### src/rtl/mac_pkg.sv
// Shared definitions for the bp_mac_array multi-lane MAC: mode encoding,
// group FSM states and the internal sum width helper.
package mac_pkg;

   localparam logic MAC_MODE_CHAIN = 1'b0;
   localparam logic MAC_MODE_ACCUM = 1'b1;

   typedef enum logic {
      IDLE = 1'b0,
      ACC  = 1'b1
   } grp_state_t;

   // Width that holds product + addend without loss: one bit above the wider operand.
   function automatic int sum_width(input int a_w, input int w_w, input int acc_w);
      int p_w;
      p_w = a_w + w_w;
      return ((p_w > acc_w) ? p_w : acc_w) + 1;
   endfunction

endpackage

### src/rtl/mac_lane_sat.sv
// One MAC lane adder: sign-extended product + addend reduced to ACC_W bits.
// Build option MAC_SAT_EN: clamp to the signed ACC_W range and flag ovf on clamp;
// without it the sum wraps two's-complement and ovf stays 0.
module mac_lane_sat
   import mac_pkg::*;
#(
   parameter int A_W   = 16,
   parameter int W_W   = 16,
   parameter int ACC_W = 24
) (
   input  logic signed [A_W+W_W-1:0] p,
   input  logic signed [ACC_W-1:0]   addend,
   output logic signed [ACC_W-1:0]   y,
   output logic                      ovf
);

   localparam int P_W   = A_W + W_W;
   localparam int SUM_W = sum_width(A_W, W_W, ACC_W);

   logic signed [SUM_W-1:0] sum_s;

   // Full-precision sum of both operands at the common width.
   always_comb begin
      sum_s = {{(SUM_W-P_W){p[P_W-1]}}, p} + {{(SUM_W-ACC_W){addend[ACC_W-1]}}, addend};
   end

`ifdef MAC_SAT_EN
   localparam logic signed [SUM_W-1:0] MAX_S = {{(SUM_W-ACC_W+1){1'b0}}, {(ACC_W-1){1'b1}}};
   localparam logic signed [SUM_W-1:0] MIN_S = ~MAX_S;

   // Clamp the sum into the signed result range and flag any clamp.
   always_comb begin
      if (sum_s > MAX_S) begin
         y   = {1'b0, {(ACC_W-1){1'b1}}};
         ovf = 1'b1;
      end else if (sum_s < MIN_S) begin
         y   = {1'b1, {(ACC_W-1){1'b0}}};
         ovf = 1'b1;
      end else begin
         y   = sum_s[ACC_W-1:0];
         ovf = 1'b0;
      end
   end
`else
   // Keep the low bits (two's-complement wrap); overflow is not reported.
   always_comb begin
      y   = sum_s[ACC_W-1:0];
      ovf = 1'b0;
   end
`endif

endmodule

### src/rtl/bp_mac_array.sv
// Multi-lane two-stage pipelined signed MAC with valid/ready on both sides.
// CHAIN mode adds the external t_in; ACCUM mode accumulates acc_len beats in
// the y_out register and presents one result per group.
// Build option MAC_SAT_EN selects saturating adds (see mac_lane_sat).
module bp_mac_array
   import mac_pkg::*;
#(
   parameter int LANES = 4,
   parameter int A_W   = 16,
   parameter int W_W   = 16,
   parameter int ACC_W = 24,
   parameter int LEN_W = 8
) (
   input  logic                     clk,
   input  logic                     rst_n,
   input  logic                     mode,
   input  logic [LEN_W-1:0]         acc_len,
   input  logic                     in_valid,
   output logic                     in_ready,
   input  logic [LANES*A_W-1:0]     a_in,
   input  logic [LANES*W_W-1:0]     w_in,
   input  logic [LANES*ACC_W-1:0]   t_in,
   output logic                     out_valid,
   input  logic                     out_ready,
   output logic [LANES*ACC_W-1:0]   y_out,
   output logic [LANES-1:0]         ovf
);

   localparam int              P_W     = A_W + W_W;
   localparam logic [LEN_W-1:0] LEN_ONE = {{(LEN_W-1){1'b0}}, 1'b1};

   logic adv_s;
   logic accept_s;

   grp_state_t       state_r, state_nxt_s;
   logic [LEN_W-1:0] cnt_r, cnt_nxt_s;
   logic [LEN_W-1:0] len_r, len_nxt_s;
   logic             grp_mode_r, grp_mode_nxt_s;
   logic [LEN_W-1:0] eff_len_s;
   logic             beat_mode_s, first_s, last_s;

   logic [P_W-1:0]          prod_s [LANES];
   logic                    s1_valid_r, s1_first_r, s1_last_r, s1_mode_r;
   logic signed [P_W-1:0]   p_r    [LANES];
   logic signed [ACC_W-1:0] t_r    [LANES];

   logic signed [ACC_W-1:0] addend_s [LANES];
   logic [LANES*ACC_W-1:0]  sum_vec_s;
   logic [LANES-1:0]        step_ovf_s;

   logic [LANES*ACC_W-1:0]  y_r;
   logic [LANES-1:0]        ovf_r;
   logic                    out_valid_r;

   assign adv_s     = !out_valid_r || out_ready;
   assign accept_s  = in_valid && adv_s;
   assign in_ready  = adv_s;
   assign out_valid = out_valid_r;
   assign y_out     = y_r;
   assign ovf       = ovf_r;

   // Group FSM register: state, beat counter and the group's latched mode/length.
   always_ff @(posedge clk or negedge rst_n) begin
      if (!rst_n) begin
         state_r    <= IDLE;
         cnt_r      <= {LEN_W{1'b0}};
         len_r      <= LEN_ONE;
         grp_mode_r <= MAC_MODE_CHAIN;
      end else begin
         state_r    <= state_nxt_s;
         cnt_r      <= cnt_nxt_s;
         len_r      <= len_nxt_s;
         grp_mode_r <= grp_mode_nxt_s;
      end
   end

   // Group FSM next state plus the first/last tag and effective mode of the current beat.
   always_comb begin
      state_nxt_s    = state_r;
      cnt_nxt_s      = cnt_r;
      len_nxt_s      = len_r;
      grp_mode_nxt_s = grp_mode_r;
      eff_len_s      = (acc_len == {LEN_W{1'b0}}) ? LEN_ONE : acc_len;
      beat_mode_s    = grp_mode_r;
      first_s        = 1'b0;
      last_s         = 1'b0;
      case (state_r)
         IDLE: begin
            beat_mode_s = mode;
            first_s     = 1'b1;
            last_s      = (mode == MAC_MODE_CHAIN) || (eff_len_s == LEN_ONE);
            if (accept_s) begin
               len_nxt_s      = eff_len_s;
               grp_mode_nxt_s = mode;
               if (last_s) begin
                  state_nxt_s = IDLE;
                  cnt_nxt_s   = {LEN_W{1'b0}};
               end else begin
                  state_nxt_s = ACC;
                  cnt_nxt_s   = LEN_ONE;
               end
            end else begin
               state_nxt_s = IDLE;
            end
         end
         ACC: begin
            last_s = (cnt_r == (len_r - LEN_ONE));
            if (accept_s) begin
               if (last_s) begin
                  state_nxt_s = IDLE;
                  cnt_nxt_s   = {LEN_W{1'b0}};
               end else begin
                  state_nxt_s = ACC;
                  cnt_nxt_s   = cnt_r + LEN_ONE;
               end
            end else begin
               state_nxt_s = ACC;
            end
         end
         default: begin
            state_nxt_s = IDLE;
            cnt_nxt_s   = {LEN_W{1'b0}};
         end
      endcase
   end

   // Per-lane signed products; operands are sign-extended so the low P_W bits are exact.
   always_comb begin
      for (int i = 0; i < LANES; i++) begin
         prod_s[i] = {{W_W{a_in[i*A_W+A_W-1]}}, a_in[i*A_W +: A_W]} *
                     {{A_W{w_in[i*W_W+W_W-1]}}, w_in[i*W_W +: W_W]};
      end
   end

   // Stage 1: capture products, addends and the beat's group tags when the pipe advances.
   always_ff @(posedge clk or negedge rst_n) begin
      if (!rst_n) begin
         s1_valid_r <= 1'b0;
         s1_first_r <= 1'b0;
         s1_last_r  <= 1'b0;
         s1_mode_r  <= MAC_MODE_CHAIN;
         for (int i = 0; i < LANES; i++) begin
            p_r[i] <= {P_W{1'b0}};
            t_r[i] <= {ACC_W{1'b0}};
         end
      end else if (adv_s) begin
         s1_valid_r <= in_valid;
         s1_first_r <= first_s;
         s1_last_r  <= last_s;
         s1_mode_r  <= beat_mode_s;
         for (int i = 0; i < LANES; i++) begin
            p_r[i] <= prod_s[i];
            t_r[i] <= t_in[i*ACC_W +: ACC_W];
         end
      end
   end

   // Addend select: t_in in CHAIN, zero on a group's first beat, else the running accumulator.
   always_comb begin
      for (int i = 0; i < LANES; i++) begin
         if (s1_mode_r == MAC_MODE_CHAIN) begin
            addend_s[i] = t_r[i];
         end else if (s1_first_r) begin
            addend_s[i] = {ACC_W{1'b0}};
         end else begin
            addend_s[i] = y_r[i*ACC_W +: ACC_W];
         end
      end
   end

   generate
      for (genvar g = 0; g < LANES; g++) begin : g_lane
         mac_lane_sat #(
            .A_W   (A_W),
            .W_W   (W_W),
            .ACC_W (ACC_W)
         ) u_lane (
            .p      (p_r[g]),
            .addend (addend_s[g]),
            .y      (sum_vec_s[g*ACC_W +: ACC_W]),
            .ovf    (step_ovf_s[g])
         );
      end
   endgenerate

   // Stage 2: write the sum into y_out; present it only for CHAIN beats or a group's last beat.
   always_ff @(posedge clk or negedge rst_n) begin
      if (!rst_n) begin
         out_valid_r <= 1'b0;
         y_r         <= {(LANES*ACC_W){1'b0}};
         ovf_r       <= {LANES{1'b0}};
      end else if (adv_s) begin
         out_valid_r <= s1_valid_r && ((s1_mode_r == MAC_MODE_CHAIN) || s1_last_r);
         if (s1_valid_r) begin
            y_r   <= sum_vec_s;
            ovf_r <= ((s1_mode_r == MAC_MODE_ACCUM) && !s1_first_r) ? (ovf_r | step_ovf_s)
                                                                      : step_ovf_s;
         end
      end
   end

endmodule

### config.mk
export PLATFORM = sky130hd
export DESIGN_NAME = bp_mac_array
export DESIGN_NICKNAME = d
export VERILOG_FILES = /design/src/rtl/mac_pkg.sv /design/src/rtl/mac_lane_sat.sv /design/src/rtl/bp_mac_array.sv
export SDC_FILE = /design/constraint.sdc
export NUM_CORES = 2
export LEC_CHECK = 0
export ABC_AREA = 1
export ABC_CLOCK_PERIOD_IN_PS = 4400
export BUFFER_PORTS_ARGS = -buffer_cell sky130_fd_sc_hd__buf_2
export CORE_ASPECT_RATIO = 0.75
export CORE_UTILIZATION = 25
export CTS_BUF_LIST = sky130_fd_sc_hd__clkbuf_16
export DETAILED_ROUTE_END_ITERATION = 16
export HOLD_SLACK_MARGIN = 0.15
export SLEW_MARGIN = 20
export SYNTH_ARGS = -nofsm -noshare
export SYNTH_HDL_FRONTEND = slang
export SYNTH_SLANG_ARGS = --single-unit
### constraint.sdc
create_clock -name clk -period 4.4 [get_ports clk]
set_clock_uncertainty 0.2 [all_clocks]
set_input_delay 1.1 -clock clk [delete_from_list [all_inputs] [get_ports clk]]
set_output_delay 1.1 -clock clk [all_outputs]
set_load 0.05 [all_outputs]
* Word-level counts from Yosys, hierarchy flattened
Index checks and enable logic that the tools add are counted. Widths: inputs -> output; s select.
Cells by class: reductions and logical operators 10, $add $sub $neg 6, eq/ne operators 4, multiply operators 4, multiplexer cells 22, bitwise gates (word level) 3
Operators with widths (count):
- $mux 24 | 8
- $add 24x24->24 | 4
- $mul 16x16->24 | 4
- $mux 8 | 4
- $pmux 8 s2 | 1
- $add 8x1->8 const B | 1
- $eq 8x1->1 const B | 1
- $eq 8x8->1 | 1
- $logic_not 8->1 | 1
- $sub 8x1->8 const B | 1
- $mux 1 | 7
- $reduce_and 2->1 | 3
- $ne 2x2->1 const B | 2
- $pmux 1 s2 | 2
- $logic_or 1x1->1 | 3
- $not 1->1 | 3
- $logic_and 1x1->1 | 2
- $logic_not 1->1 | 1
Word-level totals: flip-flop bits (word level) 311

* Logic depth before layout (Yosys ltp)
depth in word-level cells 7, gate-level depth with buffers 28

* Cells and area by module
Synthesis repeated with hierarchy kept, for this count alone.
Second synthesis, totals: cell total of the unflattened synthesis 8726, area total of the unflattened synthesis 64226.6 um2
By module, submodules not included:
- bp_mac_array | times used 1, area each 57305.0 um2, cells each 7334
- mac_lane_sat at g_lane[0].u_lane ... | times used 3, area each 1731.7 um2, cells each 348
- mac_lane_sat at g_lane[3].u_lane | times used 1, area each 1726.7 um2, cells each 348

* Worst setup path after synthesis
Ideal clock, no wire load.
kind input to register, start point input port w_in[55], end point register p_r[20] in the netlist's numbering, data arrival time 6.064 ns, setup slack -1.981 ns, cell stages on the path 22, setup time 0.117 ns, path buffers 2, required time 4.083 ns, path through clkbuf_1 > buf_1 > nand2_1 > fa_1 > inv_1 > fa_1 > inv_1 > fa_1 > inv_1 > fa_1 > fa_1 > inv_1 > fa_1 > inv_1 > ha_1 > nand2_1 > o21ai_0 > a211oi_1 > nand3_1 > or2_1 > nand3_1 > nand2_1
On the way: word-level cells in the longest chain between the ends 1
RTL lines:
- start, declared | RTL line bp_mac_array.sv:21 | input logic [LANES*W_W-1:0] w_in,
- $mul 16x16->24 | RTL line bp_mac_array.sv:130 | prod_s[i] = {{W_W{a_in[i*A_W+A_W-1]}}, a_in[i*A_W +: A_W]} *
- end signal, assigned by index | RTL line bp_mac_array.sv:143 | p_r[i] <= {P_W{1'b0}};
- end signal, assigned by index | RTL line bp_mac_array.sv:152 | p_r[i] <= prod_s[i];
- end, declared | RTL line bp_mac_array.sv:44 | logic signed [P_W-1:0] p_r [LANES];
No other way between the ends. A chain may end at the register's enable or synchronous reset.

* Final worst setup path
start point input port a_in[23], end point register p_r[84] in the netlist's numbering
On the way: word-level cells in the longest chain between the ends 1
RTL lines:
- start, declared | RTL line bp_mac_array.sv:20 | input logic [LANES*A_W-1:0] a_in,
- $mul 16x16->24 | RTL line bp_mac_array.sv:130
No other way between the ends.

==> out/qor.txt <==
Layout Nets: 8,975
Root Buffer: clkbuf_16
Post-route setup TNS: -65.96 ns
Failing checks: negative setup slack
Worst path cell trace: buf_12, buf_12, nand2_4, inv_2, fa_1, inv_2, fa_1, fa_2, fa_1, inv_2, fa_1, inv_1, fa_1, inv_2, ha_4, a21oi_4, o21ai_4, a21o_1, nand2_1, nand3_2, or2_1, nand3_1, nand2_1
EDFF count, synth: 0
Fin Hold WS: 0.2810 ns
Buffers on Ports: 334
Max Cap Viol: 0
Critical path's top delay family: adder cells
Setup violations, final: 70
Clock tree buffer depth: 3
Initial antenna violation count: 9
Outcome: finished with violations
#FFs+latches synth: 311
Hold_buf cts: 0
Synth Area in Compound Gates: 8.189%
Synth area leaders: fa_1, dfrtp_1, nand2_1
Max Slew Vio Count: 0
Slowest-stage cell, CP: fa_1
Worst-Skew Late Latency: 0.61 ns
Average instance area after synthesis: 7.407 sq um
Commonest cells in the netlist: nand2_1, inv_1, fa_1
Crit path top cell by count: fa_1
Post-synthesis mux area share: 0%
Die Ht: 392.4 microns
Most frequent cell after synthesis: nand2_1
CP startpoint kind: input pin
Largest family of logic cells by synthesized area: adder cells
Worst slew margin: 49.30%
Core area: 200,800 sq um
Kind of end point of the critical path: flop
Share of layout cells above drive strength 1: 23.58%
Vias in the first global route: 46,738
FILL cells: 20,962
CP bufs+invs: 7
Wire per inst: 16.53 microns
Worst slew pin tran: 0.7605 ns
Antenna-violating nets left: 0
Worst Path Required: 4.68 ns
Netlist cell types: 52
Row count: 142
Syn Inst Count: 6,858
Synthesis Warnings: 0
Final Cycle Share: 128.7%
Start-to-end type of the worst setup path: in2reg
Sequential-to-total area share from yosys stat: 15.32%
Clock buffer count from CTS: 43
Via count: 45,591
Synthesized area: 50,800 sq um
DRT Pass-1 Iters: 5
Initial core utilization: 25.30%
Largest net degree at the start of global routing: 131
Xor/xnor cell area share of the yosys netlist: 2.118%
Synth-to-layout area growth: 31.76%
DRT iter0 DRCs: 2,873
IO Count: 339
Final WL: 170,300 microns
Vias per inst: 4.425
Crit path arrival time: 5.94 ns
Top_reg_cell synth: dfrtp_1
Chip Width: 522.5 microns
Synth async-reset ratio: 100.0%
Pre-CTS WS: -2.154 ns
CP max stage delay: 0.57 ns
Critical path fanouts, max: 7
Clk sinks: 311
Hold crit path type: reg2reg
Post-synth top area share: 29.63%
Final worst slack: -1.261 ns
Synth area leader: fa_1
Die footprint: 205,000 sq um
Post-Synth Adder-Cell Area: 39.14%
H-tree Lvls: 2
DRC errors left: 0
RSZ-0062 raised after global routing: true
First-pass GRT wire length: 268,200 microns
Simple-gate share of the synthesized area: 19.93%
Minimum clock period: 5.661 ns
TritonCTS clock tree: done
Global placer's final weighted congestion: 0.9399
Reg clk slew, reported paths: 0.06 ns
Max Clock Freq: 176.6 MHz
Overflow left after global routing: 0
HPWL Detailed: 141,700 microns
Cell Area, Placed: 60,990 sq um
GRT Overall Usage: 16.63%
Final Cell Area: 66,940 sq um
Final Hold Violating Endpoints: 0
path summary, 6_finish.rpt:
kind | slack [ns] | endpoint | start | cells after the start
setup / recovery | -1.26 | p_r[84]$_DFFE_PN0N_ | a_in[23] | 23
hold / removal | 0.28 | p_r[80]$_DFFE_PN0N_ | p_r[80]$_DFFE_PN0N_ | 2
setup reg to reg | 0.38 | y_out[63]$_DFFE_PN0P_ | s1_first_r$_DFFE_PN0N_ | 14
hold reg to reg | 0.28 | p_r[80]$_DFFE_PN0N_ | p_r[80]$_DFFE_PN0N_ | 2
max in group asynchronous | 2.86 | len_r[0]$_DFFE_PN1P_ | rst_n | 2
min in group asynchronous | 0.34 | p_r[118]$_DFFE_PN0N_ | rst_n | 1
metrics by stage:
stage | cells | util, %
2_1_floorplan | 6861 | -
3_3_place_gp | 10115 | 30.38
3_5_place_dp | 10115 | 30.38
4_1_cts | 10253 | 32.49
5_1_grt | 10301 | 33.34
6_report | 10302 | 33.34
final cells by class:
cell class / count / area, sq um / share of cell area [%]
Multi-Input combinational cell: 4498 / 39140 / 58.47
Timing Repair Buffer: 979 / 8597 / 12.84
Sequential cell: 311 / 7787 / 11.63
Inverter: 1767 / 6664 / 9.956
Tap cell: 2664 / 3333 / 4.980
Clock buffer: 44 / 1101 / 1.645
Clock inverter: 36 / 306.5 / 0.4580
Antenna cell: 3 / 7.507 / 0.01122
tightest hold or removal path, stage by stage, from the launching register on:
cell and delay (ns):
dfrtp_1 0.35, nand2_1 0.05, nand2_1 0.04
kinds of logic (layout without fill, tap and decap cells):
family                   Yosys count  in the layout
AO/OA/AOI/OAI                    756            756
XOR/XNOR                         122            122
adder cells (fa/ha/maj)         1138           1138
buffers and inverters           2052           2826
flip-flops                       311            311
other                              1              7
AND/OR/NAND/NOR                 2478           2478
per-layer routing:
metal  GRT usage (%)  up-vias  wire length [microns]
met5               0        -                     50
met4           4.133        8                   4535
met3           2.430      201                   9512
met2           26.36     1175                  76580
met1           23.57    22279                  79640
li1                -    21928                      -
placed cells by master (no fill, tap or decap), drive strengths merged, types with 11 or more instances in the layout:
cell type / netlist / routed
o22ai: 28 / 28
fa: 752 / 752
clkinv: 3 / 20
a21o: 21 / 21
nand3: 281 / 281
nor3: 21 / 21
ha: 386 / 386
buf: 58 / 976
nand2: 1810 / 1810
nor2: 227 / 227
clkbuf: 227 / 47
a21boi: 11 / 11
a21oi: 205 / 205
nor4: 25 / 25
dfrtp: 310 / 310
nand4: 55 / 55
xnor2: 58 / 58
or2: 37 / 37
inv: 1764 / 1776
xor2: 64 / 64
o21ai: 405 / 405
nand3b: 17 / 17
a31oi: 31 / 31
o21bai: 27 / 27
flip-flops by register name, indices dropped and copies added, names as in the netlist:
| name | count |
|---|---|
| p_r | 96 |
| t_r | 96 |
| y_out | 96 |
| cnt_r | 8 |
| len_r | 8 |
| grp_mode_r | 1 |
| out_valid | 1 |
| s1_first_r | 1 |
| s1_last_r | 1 |
| s1_mode_r | 1 |
| s1_valid_r | 1 |
| state_r | 1 |
what timing repair did:
| action | 4_1_cts | 5_1_grt |
|---|---|---|
| setup endpoints to repair | 71 | 72 |
| buffers inserted | 56 | 52 |
| pin swaps | 279 | 240 |
| gates resized for setup | 620 | 370 |
| gates cloned | 5 | 1 |
Power is not shown: default switching activity piles up to over one toggle a cycle in this logic, so the estimate is an artifact.
